==> src/rtl/ifetch32_hs.sv <==
// Instruction-fetch stage: holds the PC, fetches over a req/ack handshake and
// computes the next PC from the decoder's branch/jump flags.
module ifetch32_hs #(
    parameter logic [31:0] RESET_PC = 32'h0000_0000,
    parameter int unsigned IMEM_AW  = 14
) (
    input  logic               clock,
    input  logic               reset,
    output logic               imem_req,
    output logic [IMEM_AW-1:0] imem_addr,
    input  logic               imem_ack,
    input  logic [31:0]        imem_rdata,
    output logic [31:0]        Instruction,
    output logic               inst_valid,
    output logic [31:0]        PC,
    output logic [31:0]        branch_base_addr,
    output logic [31:0]        link_addr,
    input  logic [31:0]        Addr_result,
    input  logic [31:0]        Read_data_1,
    input  logic               Zero,
    input  logic               Branch,
    input  logic               nBranch,
    input  logic               Jmp,
    input  logic               Jal,
    input  logic               Jrn,
    input  logic               halt
);

    localparam logic [1:0] FETCH  = 2'd0;
    localparam logic [1:0] EXEC   = 2'd1;
    localparam logic [1:0] HALTED = 2'd2;

    logic [1:0]  state;
    logic [1:0]  state_next;
    // Keeps imem_req low until the first edge after reset releases.
    logic        run;
    logic        fetch_done;
    logic        taken;
    logic [31:0] pc_plus4;
    logic [31:0] jump_target;
    logic [31:0] pc_next;

    assign imem_req         = run && (state == FETCH);
    assign imem_addr        = PC[IMEM_AW+1:2];
    assign inst_valid       = (state == EXEC);
    assign fetch_done       = imem_req && imem_ack;
    assign branch_base_addr = pc_plus4;

    always_comb begin
        pc_plus4    = PC + 32'd4;
        jump_target = {pc_plus4[31:28], Instruction[25:0], 2'b00};
        taken       = (Branch && Zero) || (nBranch && !Zero);
        if (Jrn) begin
            pc_next = Read_data_1;
        end else if (Jmp || Jal) begin
            pc_next = jump_target;
        end else if (taken) begin
            pc_next = Addr_result;
        end else begin
            pc_next = pc_plus4;
        end
    end

    always_comb begin
        state_next = state;
        case (state)
            FETCH:   if (fetch_done) state_next = EXEC;
            EXEC:    state_next = halt ? HALTED : FETCH;
            HALTED:  if (!halt) state_next = FETCH;
            default: state_next = FETCH;
        endcase
    end

    always_ff @(posedge clock or negedge reset) begin
        if (!reset) begin
            state       <= FETCH;
            run         <= 1'b0;
            PC          <= RESET_PC;
            Instruction <= 32'h0;
            link_addr   <= 32'h0;
        end else begin
            run   <= 1'b1;
            state <= state_next;
            if (fetch_done) begin
                Instruction <= imem_rdata;
            end
            if (state == EXEC) begin
                PC <= pc_next & ~32'h3;
                if (Jal) begin
                    link_addr <= pc_plus4;
                end
            end
        end
    end

endmodule

==> config.mk <==
export PLATFORM = sky130hd
export DESIGN_NAME = ifetch32_hs
export DESIGN_NICKNAME = d
export VERILOG_FILES = /design/src/rtl/ifetch32_hs.sv
export SDC_FILE = /design/constraint.sdc
export NUM_CORES = 1
export LEC_CHECK = 0
export CAP_MARGIN = 10
export CORE_UTILIZATION = 42
export DETAILED_ROUTE_END_ITERATION = 6
export PLACE_DENSITY = 0.86
export SLEW_MARGIN = 0
export SYNTH_ARGS = -nofsm -noshare
export SYNTH_HDL_FRONTEND = slang
export SYNTH_SLANG_ARGS = --single-unit
==> constraint.sdc <==
create_clock -name clock -period 2.7 [get_ports clock]
set_input_delay 0.405 -clock clock [delete_from_list [all_inputs] [get_ports clock]]
set_output_delay 0.405 -clock clock [all_outputs]
set_load 0.05 [all_outputs]
## Word-level counts from Yosys, hierarchy flattened

Cells that the tools add are included.
Widths: inputs -> output; s select.

- Flip-flop bits (word level): 97
- Bits of input ports: 106
- Output and inout port bits: 144
- Word-level logic and storage cells: 27

- Add/subtract/negate cells: 1
- Mux-type cells: 7
- Equality and inequality tests: 4
- Reduce and logical (&&, ||, !) cells: 10

Operator list:

| cell | number |
|---|---|
| $mux 32 | 3 |
| $add 32x3->32 const B | 1 |
| $mux 2 | 3 |
| $pmux 2 s3 | 1 |
| $logic_and 1x1->1 | 4 |
| $ne 2x2->1 const B | 2 |
| $reduce_and 2->1 | 2 |
| $eq 2x1->1 const B | 1 |
| $eq 2x2->1 const B | 1 |
| $logic_not 2->1 | 1 |
| $logic_or 1x1->1 | 2 |
| $logic_not 1->1 | 1 |

## Logic depth before layout (Yosys ltp)

Gate-level depths: netlist of the first run.

- Word-level depth: 6
- Gate-level depth with buffers: 8
- Mapped depth without buffers: 6

## Least setup slack after synthesis of the first run

OpenSTA, ideal clock, no wires.

- Path type: flip-flop to output port
- Start: reg PC[2]
- End: out branch_base_addr[28]
- Setup slack: -0.427 ns
- Arrival time: 2.722 ns
- Data required time: 2.295 ns
- Stages on the path, launching flop included: 6
- Path buffers: 0
- Path through: dfrtp_1 -> ha_1 -> nand4_1 -> nor4_4 -> nand4_1 -> xnor2_1

- Word-level cells in the longest chain between the ends: 1

RTL lines:

| element | line | text |
|---|---|---|
| start, declared | 15 | `output logic [31:0] PC,` |
| start signal, assigned | 88 | `PC <= pc_next & ~32'h3;` |
| $add 32x3->32 | 50 | `pc_plus4 = PC + 32'd4;` |
| end, declared | 16 | `output logic [31:0] branch_base_addr,` |

No other way between the ends.

## Worst setup path after layout of the first run

- Start: reg PC[3]
- End: out branch_base_addr[16]

Same word-level chain as after synthesis.

==> results of run 1 <==
[power by group]
part | switching [mW] | total [mW] | internal (mW)
Clock | 0.562 | 1.40 | 0.838
Sequential | 0.454 | 2.33 | 1.88
Combinational | 3.33 | 5.32 | 1.99
Total | 4.35 | 9.05 | 4.71
[worst max-delay path, delay by kind of cell (launching register included)]
family	cells	cell delay (ns)
buf+inv	2	0.37
xor+xnor	1	0.22
simple gates	3	0.68
flops	1	0.36
fa+ha+maj	1	0.24
[registers in the layout, indices dropped and copies added (netlist names)]
register / count
Instruction: 32
PC: 30
link_addr: 30
state: 2
run: 1
[metrics by stage]
| step | hold slack [ns] | setup slack [ns] | std cells | instance area [µm²] |
|---|---|---|---|---|
| final | 0.104 | 0.0740 | 929 | 8690 |
| after global routing | 0.164 | -0.0132 | 929 | 8690 |
| after CTS | 0.129 | 0.00857 | 924 | 8620 |
| after detailed placement | 0.470 | 0.207 | 907 | 8280 |
| after global placement | 0.463 | 0.247 | 907 | 8280 |
| after floorplan | 0.109 | -0.129 | 517 | 5480 |
[cells in the final DEF, fill, tap and decap left out, types with 10 or more instances in the layout]
| cell type | n |
|---|---|
| o21ai_0 | 28 |
| a21oi_1 | 19 |
| xnor2_2 | 12 |
| buf_12 | 23 |
| nand2_1 | 49 |
| nor2_1 | 23 |
| clkdlybuf4s50_1 | 211 |
| a221oi_1 | 11 |
| inv_1 | 11 |
| dfrtp_2 | 12 |
| nand3_1 | 15 |
| buf_4 | 42 |
| dfrtp_1 | 83 |
| nand2b_1 | 10 |
| mux2_2 | 55 |
[metal layers]
layer | GRT usage | share of wire
met5 | 0 | 0
met4 | 0.148 | 0.042
met3 | 0.0498 | 0.065
met2 | 0.486 | 0.49
met1 | 0.376 | 0.40
[final cells by class]
cell class,instances,area [µm²]
Timing Repair Buffer,278,2910
Inverter,12,45.0
Clock inverter,5,81.3
Multi-Input combinational cell,360,2800
Fill cell,933,3420
Clock buffer,11,243
Tap cell,168,210
Sequential cell,95,2390
[worst paths after layout]
check | startpoint | end | slack (ns) | cells after the start
worst max register to register | PC[3] | link_addr[16] | 0.64 | 7
min in group clock | link_addr[5] | link_addr[5] | 0.48 | 2
worst max-delay path | PC[3] | branch_base_addr[16] | 0.07 | 7
max in group asynchronous | reset | PC[10] | 1.86 | 2
worst min register to register | link_addr[5] | link_addr[5] | 0.48 | 2
worst min-delay path | reset | link_addr[5] | 0.10 | 1
[what timing repair did]
action	in CTS	in global routing
pin swaps	1	6
buffers inserted	1	5
resized for setup	4	14
setup endpoints to repair	12	13
[logic make-up (layout without fill, tap and decap cells)]
group | count (synthesis) | count (layout) | share of synthesized area
flops | 95 | 95 | 0.450
mux | 63 | 63 | 0.134
simple gates | 144 | 144 | 0.151
fa+ha+maj | 1 | 1 | 0.00237
compound gates | 117 | 117 | 0.155
buf+inv | 62 | 306 | 0.0607
other cells | 2 | 7 | 0.00142
xor+xnor | 28 | 28 | 0.0464
==> flow_summary.json, run 1 <==
{
  "antenna_found_initial": 0,
  "period_needed_ns": 2.63,
  "syn_inst": 512,
  "cts_root_buf": "clkbuf_16",
  "worst_pin_slew_ns": 0.703,
  "critical_path.endpoint_type": "output pin",
  "drc": 0,
  "die_h_um": 114,
  "tritoncts": "built",
  "port_buffers": 239,
  "cp.required_ns": 2.30,
  "track_usage": 0.295,
  "grt_pass1_vias": 5165,
  "start_kind": "flip-flop",
  "synthArstFlopShare": 1.00,
  "vdd.ir_drop.worst_mv": 0.516,
  "clock-sinks": 95,
  "cp_max_fo": 4,
  "max_slew_margin": 0.531,
  "nNetsFinal": 863,
  "clk_path_buf_depth": 2,
  "cp.arrival_ns": 2.22,
  "fin_setup_tns_ns": 0,
  "status": "completed",
  "fmax_ghz": 0.381,
  "yosysMostFrequentCell": "dfrtp_1",
  "initial_core_util": 0.436,
  "avgViaCountPerCell": 5.57,
  "die_area_um2": 13000,
  "cpMaxStageDelayCell": "dfrtp_1",
  "hold_violations": 0,
  "maxCapViolCount": 0,
  "syn_area_per_cell_um2": 10.3,
  "core-area_um2": 12100,
  "ys_seq_elements": 95,
  "numCtsBuffers": 9,
  "netlist_top_cells_count": "dfrtp_1 (95), mux2_2 (55), nand2_1 (49), o21ai_0 (28), nor2_1 (26)",
  "num_rows": 40,
  "dr.pass1.iters": 5,
  "path_clk_slew_ns": 0.07,
  "drive_gt1_frac": 0.251,
  "p_total_mw": 9.05,
  "synth.area.top_cells": "dfrtp_1 (45%), mux2_2 (12%), nand2_1 (3.5%), buf_4 (3.0%), o21ai_0 (2.7%)",
  "postCtsHoldBufs": 0,
  "setup_viol": 0,
  "utilization": 0.717,
  "first_iter_violations": 374,
  "netlist_area_um2": 5280,
  "worstPathCellList": "ha_2 -> nand4_1 -> buf_4 -> nor4_2 -> nand3_2 -> xnor2_4 -> buf_12",
  "yosysTopAreaCell": "dfrtp_1",
  "p_per_area_nw_per_um2": 1040,
  "yosys.cell_types.count": 63,
  "drv_slew": 0,
  "critical_path_class": "reg -> out",
  "vias": 5178,
  "area_delta_synth_final_pct": 64.5,
  "wl_per_cell_um": 20.2,
  "gp_congestion": 0.907,
  "synth_warnings": 0,
  "diodes": 0,
  "htreeDepth": 3,
  "grt_pass1_wl_um": 29100,
  "slowest_delay_ns": 0.36,
  "wl_um": 18800,
  "hpwl_um": 14300,
  "clk_latency_ns": 0.35,
  "skew_ns": 0.00511,
  "ioPinCount": 250,
  "yosysSeqAreaShare": 0.450,
  "ant_nets": 0,
  "cellLeakagePower_nw": 3.57,
  "synthFlopType": "dfrtp_1",
  "fp.dieW_um": 114,
  "min_path_type": "in -> async",
  "synth_edf_count": 0,
  "fin_crit_sh": 0.973,
  "grt_max_degree": 53,
  "grt.overflow.total": 0,
  "synth_top_area_frac": 0.450
}
(Power assumes the default switching activity.)
==> run 2, diff against run 1 <==
==> constraint.sdc (replaced) <==
create_clock -name clock -period 2.7 [get_ports clock]
set_input_delay 0.54 -clock clock [delete_from_list [all_inputs] [get_ports clock]]
set_output_delay 0.54 -clock clock [all_outputs]
set_load 0.05 [all_outputs]
==> run 2 against run 1 <==
  * The run now ends with setup timing left
  * Final area grew 4.5%
  * Non-clock buffer count grew 29
  * Register-to-register slack lost 0.18 ns
  * Critical path depth grew 1
  * Flip-flop and latch count is the same
  * Combinational power grew 4.1%
  * Utilization grew 3.2 points
  * Largest cell class unchanged
  * Largest power group unchanged
==> flow_summary.json, run 2 (synthesized netlist as in run 1, its figures left out) <==
{
  "status": "finished, violations left",
  "violations": "setup timing",
  "worst_pin_slew_ns": 0.547,
  "final_common_cell": "clkdlybuf4s50_1",
  "avgViaCountPerCell": 5.67,
  "track_usage": 0.305,
  "fin_crit_sh": 1.03,
  "htreeDepth": 3,
  "period_needed_ns": 2.79,
  "min_path_type": "in -> async",
  "diodes": 0,
  "cpMaxStageDelayCell": "dfrtp_2",
  "ff2ff_setup_slack_ns": 0.46,
  "slowest_delay_ns": 0.40,
  "worstPathCellList": "ha_4 -> nand4_1 -> nor4_4 -> buf_6 -> buf_4 -> and3_4 -> xor2_4 -> buf_12",
  "p_comb_frac": 0.603,
  "cp_max_fo": 7,
  "timing.rr.start": "PC[3]",
  "dr.pass1.iters": 5,
  "first_iter_violations": 341,
  "switching_share": 0.487,
  "hpwl_um": 14600,
  "p_per_area_nw_per_um2": 1010,
  "wl_um": 20100,
  "start_kind": "flip-flop",
  "cp.arrival_ns": 2.25,
  "p_seq_frac": 0.255,
  "critical_path.endpoint_type": "output pin",
  "fin_ws_ns": -0.0945,
  "skew_ns": 0.00728,
  "r2r_end": "PC[31]",
  "path_clk_slew_ns": 0.07,
  "gp_congestion": 0.931,
  "tritoncts": "built",
  "area_delta_synth_final_pct": 71.9,
  "final_cell_mix": "clkdlybuf4s50_1 (209), dfrtp_1 (78), buf_4 (70)",
  "fmax_ghz": 0.358,
  "num_rows": 40,
  "grt.overflow.total": 0,
  "reg2reg_depth": 8,
  "clk_path_buf_depth": 2,
  "nNetsFinal": 892,
  "design_area_um2": 9080,
  "largest_register": "Instruction",
  "p_total_mw": 9.19,
  "critical_path_class": "reg -> out",
  "maxCapViolCount": 0,
  "vdd.ir_drop.worst_mv": 0.494,
  "cp.required_ns": 2.16,
  "drive_gt1_frac": 0.296,
  "ant_nets": 0,
  "numCtsBuffers": 9,
  "antenna_found_initial": 0,
  "wl_per_cell_um": 21.0,
  "grt_pass1_wl_um": 30100,
  "fp.dieW_um": 114,
  "initial_core_util": 0.436,
  "rsz0062_at_grt": "yes",
  "grt_pass1_vias": 5421,
  "die_h_um": 114,
  "max_slew_margin": 0.634,
  "core-area_um2": 12100,
  "postPlaceCellArea_um2": 8380,
  "fin_setup_tns_ns": -0.488,
  "p_int_mw": 4.71,
  "setup_viol": 8,
  "largestRegisters": "Instruction (32), PC (30), link_addr (30)",
  "p_switching_mw": 4.48,
  "largest_reg_flops": 32,
  "grt_max_degree": 68,
  "nFillCells": 854,
  "hold_violations": 0,
  "port_buffers": 239,
  "clk_latency_ns": 0.35,
  "ioPinCount": 250,
  "die_area_um2": 13000,
  "drc": 0,
  "cellLeakagePower_nw": 3.73,
  "postCtsHoldBufs": 0,
  "cts_root_buf": "clkbuf_16",
  "drv_slew": 0,
  "vias": 5434,
  "place_ws_ns": 0.0281,
  "p_clk_frac": 0.142,
  "clock-sinks": 95
}
## run 2: cell count changes in the layout (fill, tap and decap cells not counted), sizes merged
cell / change
buf: +31
bufinv: -1
clkbuf: -2
clkdlybuf4s50: -2
clkinv: +3
dlygate4sd2: +1
dlymetal6s2s: -1
## run 2: worst max path at each step
stage | slack (ns) | from | cells after the start | to
CTS | -0.14 | PC[3] | 7 | branch_base_addr[28]
finish | -0.09 | PC[3] | 8 | branch_base_addr[24]
global route | -0.18 | PC[23] | 6 | branch_base_addr[28]
global placement | 0.07 | PC[2] | 6 | branch_base_addr[20]
floorplan | -0.16 | PC[20] | 4 | branch_base_addr[28]
detailed placement | 0.03 | PC[2] | 6 | branch_base_addr[28]
## run 2: power groups by stage
stage	combinational [mW]	sequential, mW	clock (mW)
final	5.54	2.34	1.31
after global routing	5.74	2.40	1.38
after CTS	5.37	2.36	1.31
after detailed placement	5.30	2.38	0
after global placement	5.23	2.34	0
after floorplan	1.75	3.89	0
## run 2: what timing repair did
| item | in CTS | in global routing |
|---|---|---|
| setup buffers | 13 | 23 |
| resized for setup | 16 | 13 |
| gates cloned | 0 | 0 |
| endpoints found under the setup margin | 14 | 19 |
| pin swaps | 8 | 11 |
## run 2: critical path, delay by kind of cell (launching register included)
family	cells	cell delay (ns)
simple gates	3	0.72
buf+inv	3	0.46
flops	1	0.40
xor+xnor	1	0.19
fa+ha+maj	1	0.14
## run 2: per-stage QoR
stage / std cells / util / hold WS (ns)
2_1_floorplan: 517 / - / 0.244
3_3_place_gp: 907 / 0.692 / 0.464
3_5_place_dp: 907 / 0.692 / 0.473
4_1_cts: 935 / 0.728 / 0.114
5_1_grt: 958 / 0.749 / 0.130
6_report: 958 / 0.749 / 0.103
## run 2: area by class of cell
cell class	instances	area [µm²]	area share
sequential	95	2400	0.264
tap	168	210	0.0232
clock buffer	9	225	0.0248
multi-input combinational	360	2980	0.329
inverter	12	45.0	0.00496
clock inverter	7	73.8	0.00813
timing repair buffer	307	3140	0.346
## run 2: layer usage
layer | GRT usage | routed length, µm | part of all wire | up-vias
met3 | 0.0508 | 1240 | 0.062 | 64
met4 | 0.145 | 811 | 0.040 | 0
met2 | 0.512 | 10300 | 0.51 | 295
met5 | 0 | 0 | 0 | -
li1 | - | - | - | 2389
met1 | 0.385 | 7710 | 0.38 | 2686
==> run 3, diff against run 2 <==
Settings changed: CORE_UTILIZATION 42 to 38, PLACE_DENSITY 0.86 to 0.82, SLEW_MARGIN 0 to 20.
Clock period 2.7 ns to 2.4 ns, I/O delays scaled along.
==> run 3 against run 2 <==
  * The flow still finishes with violations (setup timing)
  * Count of clock-buffer cells in the layout increased by 4
  * Sequential share of layout area decreased by 1.3 points
  * Sequential power increased by 12%
  * Register-to-register slack got worse by 0.36 ns
  * Global-route usage decreased by 1.6 points
  * First-iteration DRC count increased by 17%
  * Clock skew increased by 0.0049 ns
  * Hold slack improved by 0.39 ns
==> flow_summary.json, run 3 (synthesized netlist as in run 1, its figures left out) <==
{
  "min_path_cells": 1,
  "grt.overflow.total": 0,
  "clock-sinks": 95,
  "num_rows": 42,
  "critical_path.endpoint_type": "output pin",
  "gp_congestion": 0.971,
  "cpMaxStageDelayCell": "dfrtp_2",
  "place_ws_ns": -0.0676,
  "start_kind": "flip-flop",
  "violations": "setup timing",
  "rsz0062_at_grt": "yes",
  "cts_root_buf": "clkbuf_16",
  "cp_max_fo": 7,
  "design_area_um2": 9630,
  "largestRegisters": "Instruction (32), PC (30), link_addr (30)",
  "initial_core_util": 0.394,
  "period_needed_ns": 2.74,
  "min_path_type": "reg -> reg",
  "postPlaceCellArea_um2": 8690,
  "first_iter_violations": 400,
  "ioPinCount": 250,
  "timing.rr.start": "PC[6]",
  "largest_register": "Instruction",
  "min_to": "link_addr[28]",
  "diodes": 0,
  "nNetsFinal": 920,
  "fp.dieW_um": 120,
  "cellLeakagePower_nw": 3.90,
  "slowest_delay_ns": 0.40,
  "status": "finished, violations left",
  "wl_per_cell_um": 20.9,
  "htreeDepth": 3,
  "hold_violations": 0,
  "clk_path_buf_depth": 2,
  "ant_nets": 0,
  "grt_max_degree": 55,
  "cp.required_ns": 1.92,
  "die_area_um2": 14400,
  "area_delta_synth_final_pct": 82.5,
  "drv_slew": 0,
  "core-area_um2": 13400,
  "maxCapViolCount": 0,
  "ff2ff_setup_slack_ns": 0.10,
  "r2r_end": "PC[19]",
  "critical_path_class": "reg -> out",
  "final_cell_mix": "clkdlybuf4s50_1 (207), buf_4 (86), dfrtp_1 (72)",
  "dr.pass1.iters": 7,
  "grt_pass1_vias": 5714,
  "antenna_found_initial": 0,
  "setup_viol": 22,
  "port_buffers": 239,
  "drc": 0,
  "wl_um": 20800,
  "track_usage": 0.289,
  "dp_cells": 929,
  "largest_reg_flops": 32,
  "numCtsBuffers": 9,
  "fin_crit_sh": 1.14,
  "die_h_um": 120,
  "skew_ns": 0.0122,
  "worstPathCellList": "nand4_1 -> buf_4 -> nor4_4 -> buf_6 -> nand4_1 -> buf_6 -> xnor2_4 -> buf_12",
  "reg2reg_depth": 11,
  "vias": 5567,
  "clk_latency_ns": 0.36,
  "worst_pin_slew_ns": 0.556,
  "final_cell_count_no_fill": 994,
  "cp.arrival_ns": 2.26,
  "utilization": 0.719,
  "tritoncts": "built",
  "p_per_area_nw_per_um2": 1100,
  "drive_gt1_frac": 0.344,
  "fin_ws_ns": -0.336,
  "path_clk_slew_ns": 0.07,
  "max_slew_margin": 0.628,
  "grt_pass1_wl_um": 31800,
  "hpwl_um": 14900,
  "fmax_ghz": 0.366,
  "whs_ns": 0.493,
  "avgViaCountPerCell": 5.60,
  "vdd.ir_drop.worst_mv": 0.842,
  "hold_start": "link_addr[28]",
  "final_common_cell": "clkdlybuf4s50_1"
}
==> run 3: cell count changes in the layout (fill, tap and decap cells not counted), sizes merged <==
cell / change
buf: +29
bufinv: -1
clkbuf: +4
clkdlybuf4s50: -2
clkinv: -5
dlygate4sd2: -1
dlygate4sd3: +1
dlymetal6s2s: +1
inv: +2
==> run 3: metal layers <==
layer / share of wire / up-vias / GRT usage / wire (µm)
met5: 0 / - / 0 / 0
met4: 0.053 / 0 / 0.170 / 1100
met3: 0.084 / 85 / 0.0665 / 1750
met2: 0.48 / 346 / 0.464 / 10100
met1: 0.38 / 2685 / 0.357 / 7860
li1: - / 2451 / - / -
==> run 3: power breakdown <==
part	total (mW)	switching (mW)	internal, mW	leakage, nW
clock network	1.42	0.649	0.769	0.137
registers	2.61	0.480	2.13	1.10
logic	6.52	3.98	2.54	2.67
total	10.6	5.11	5.44	3.90
==> run 3: worst max-delay path: cells and delay by family, from the launching register on <==
kind / cells / cell delay [ns]
flip-flops: 1 / 0.40
XOR/XNOR: 1 / 0.16
AND/OR/NAND/NOR: 3 / 0.61
buffers and inverters: 4 / 0.73
==> run 3: area by class of cell <==
cell class                 count  area [µm²]
sequential                    95        2420
clock inverter                 3        25.0
fill                         873        3770
tap                          176         220
timing repair buffer         335        3450
clock buffer                  13         260
inverter                      12        45.0
multi-input combinational    360        3220
==> run 3: how the worst max path moves through the flow <==
stage	startpoint	end
after floorplan	PC[3]	branch_base_addr[28]
final	PC[11]	branch_base_addr[28]
after global placement	Zero	PC[26]
after CTS	PC[2]	branch_base_addr[31]
after global routing	PC[12]	branch_base_addr[28]
after detailed placement	Zero	PC[26]
==> run 3: repair_timing <==
item / in CTS / in global routing
pin swaps: 16 / 16
resized for setup: 33 / 19
setup endpoints to repair: 23 / 26
hold buffers: 1 / 0
endpoints found under the hold margin: 11 / 0
buffers inserted: 28 / 22
gates cloned: 1 / 0
==> run 3: stage by stage <==
stage / TNS, ns / power, mW
after floorplan: -1.68 / 6.46
after global placement: -0.0739 / 8.70
after detailed placement: -0.118 / 8.84
after CTS: -4.17 / 10.4
after global routing: -5.98 / 10.9
final: -4.33 / 10.6
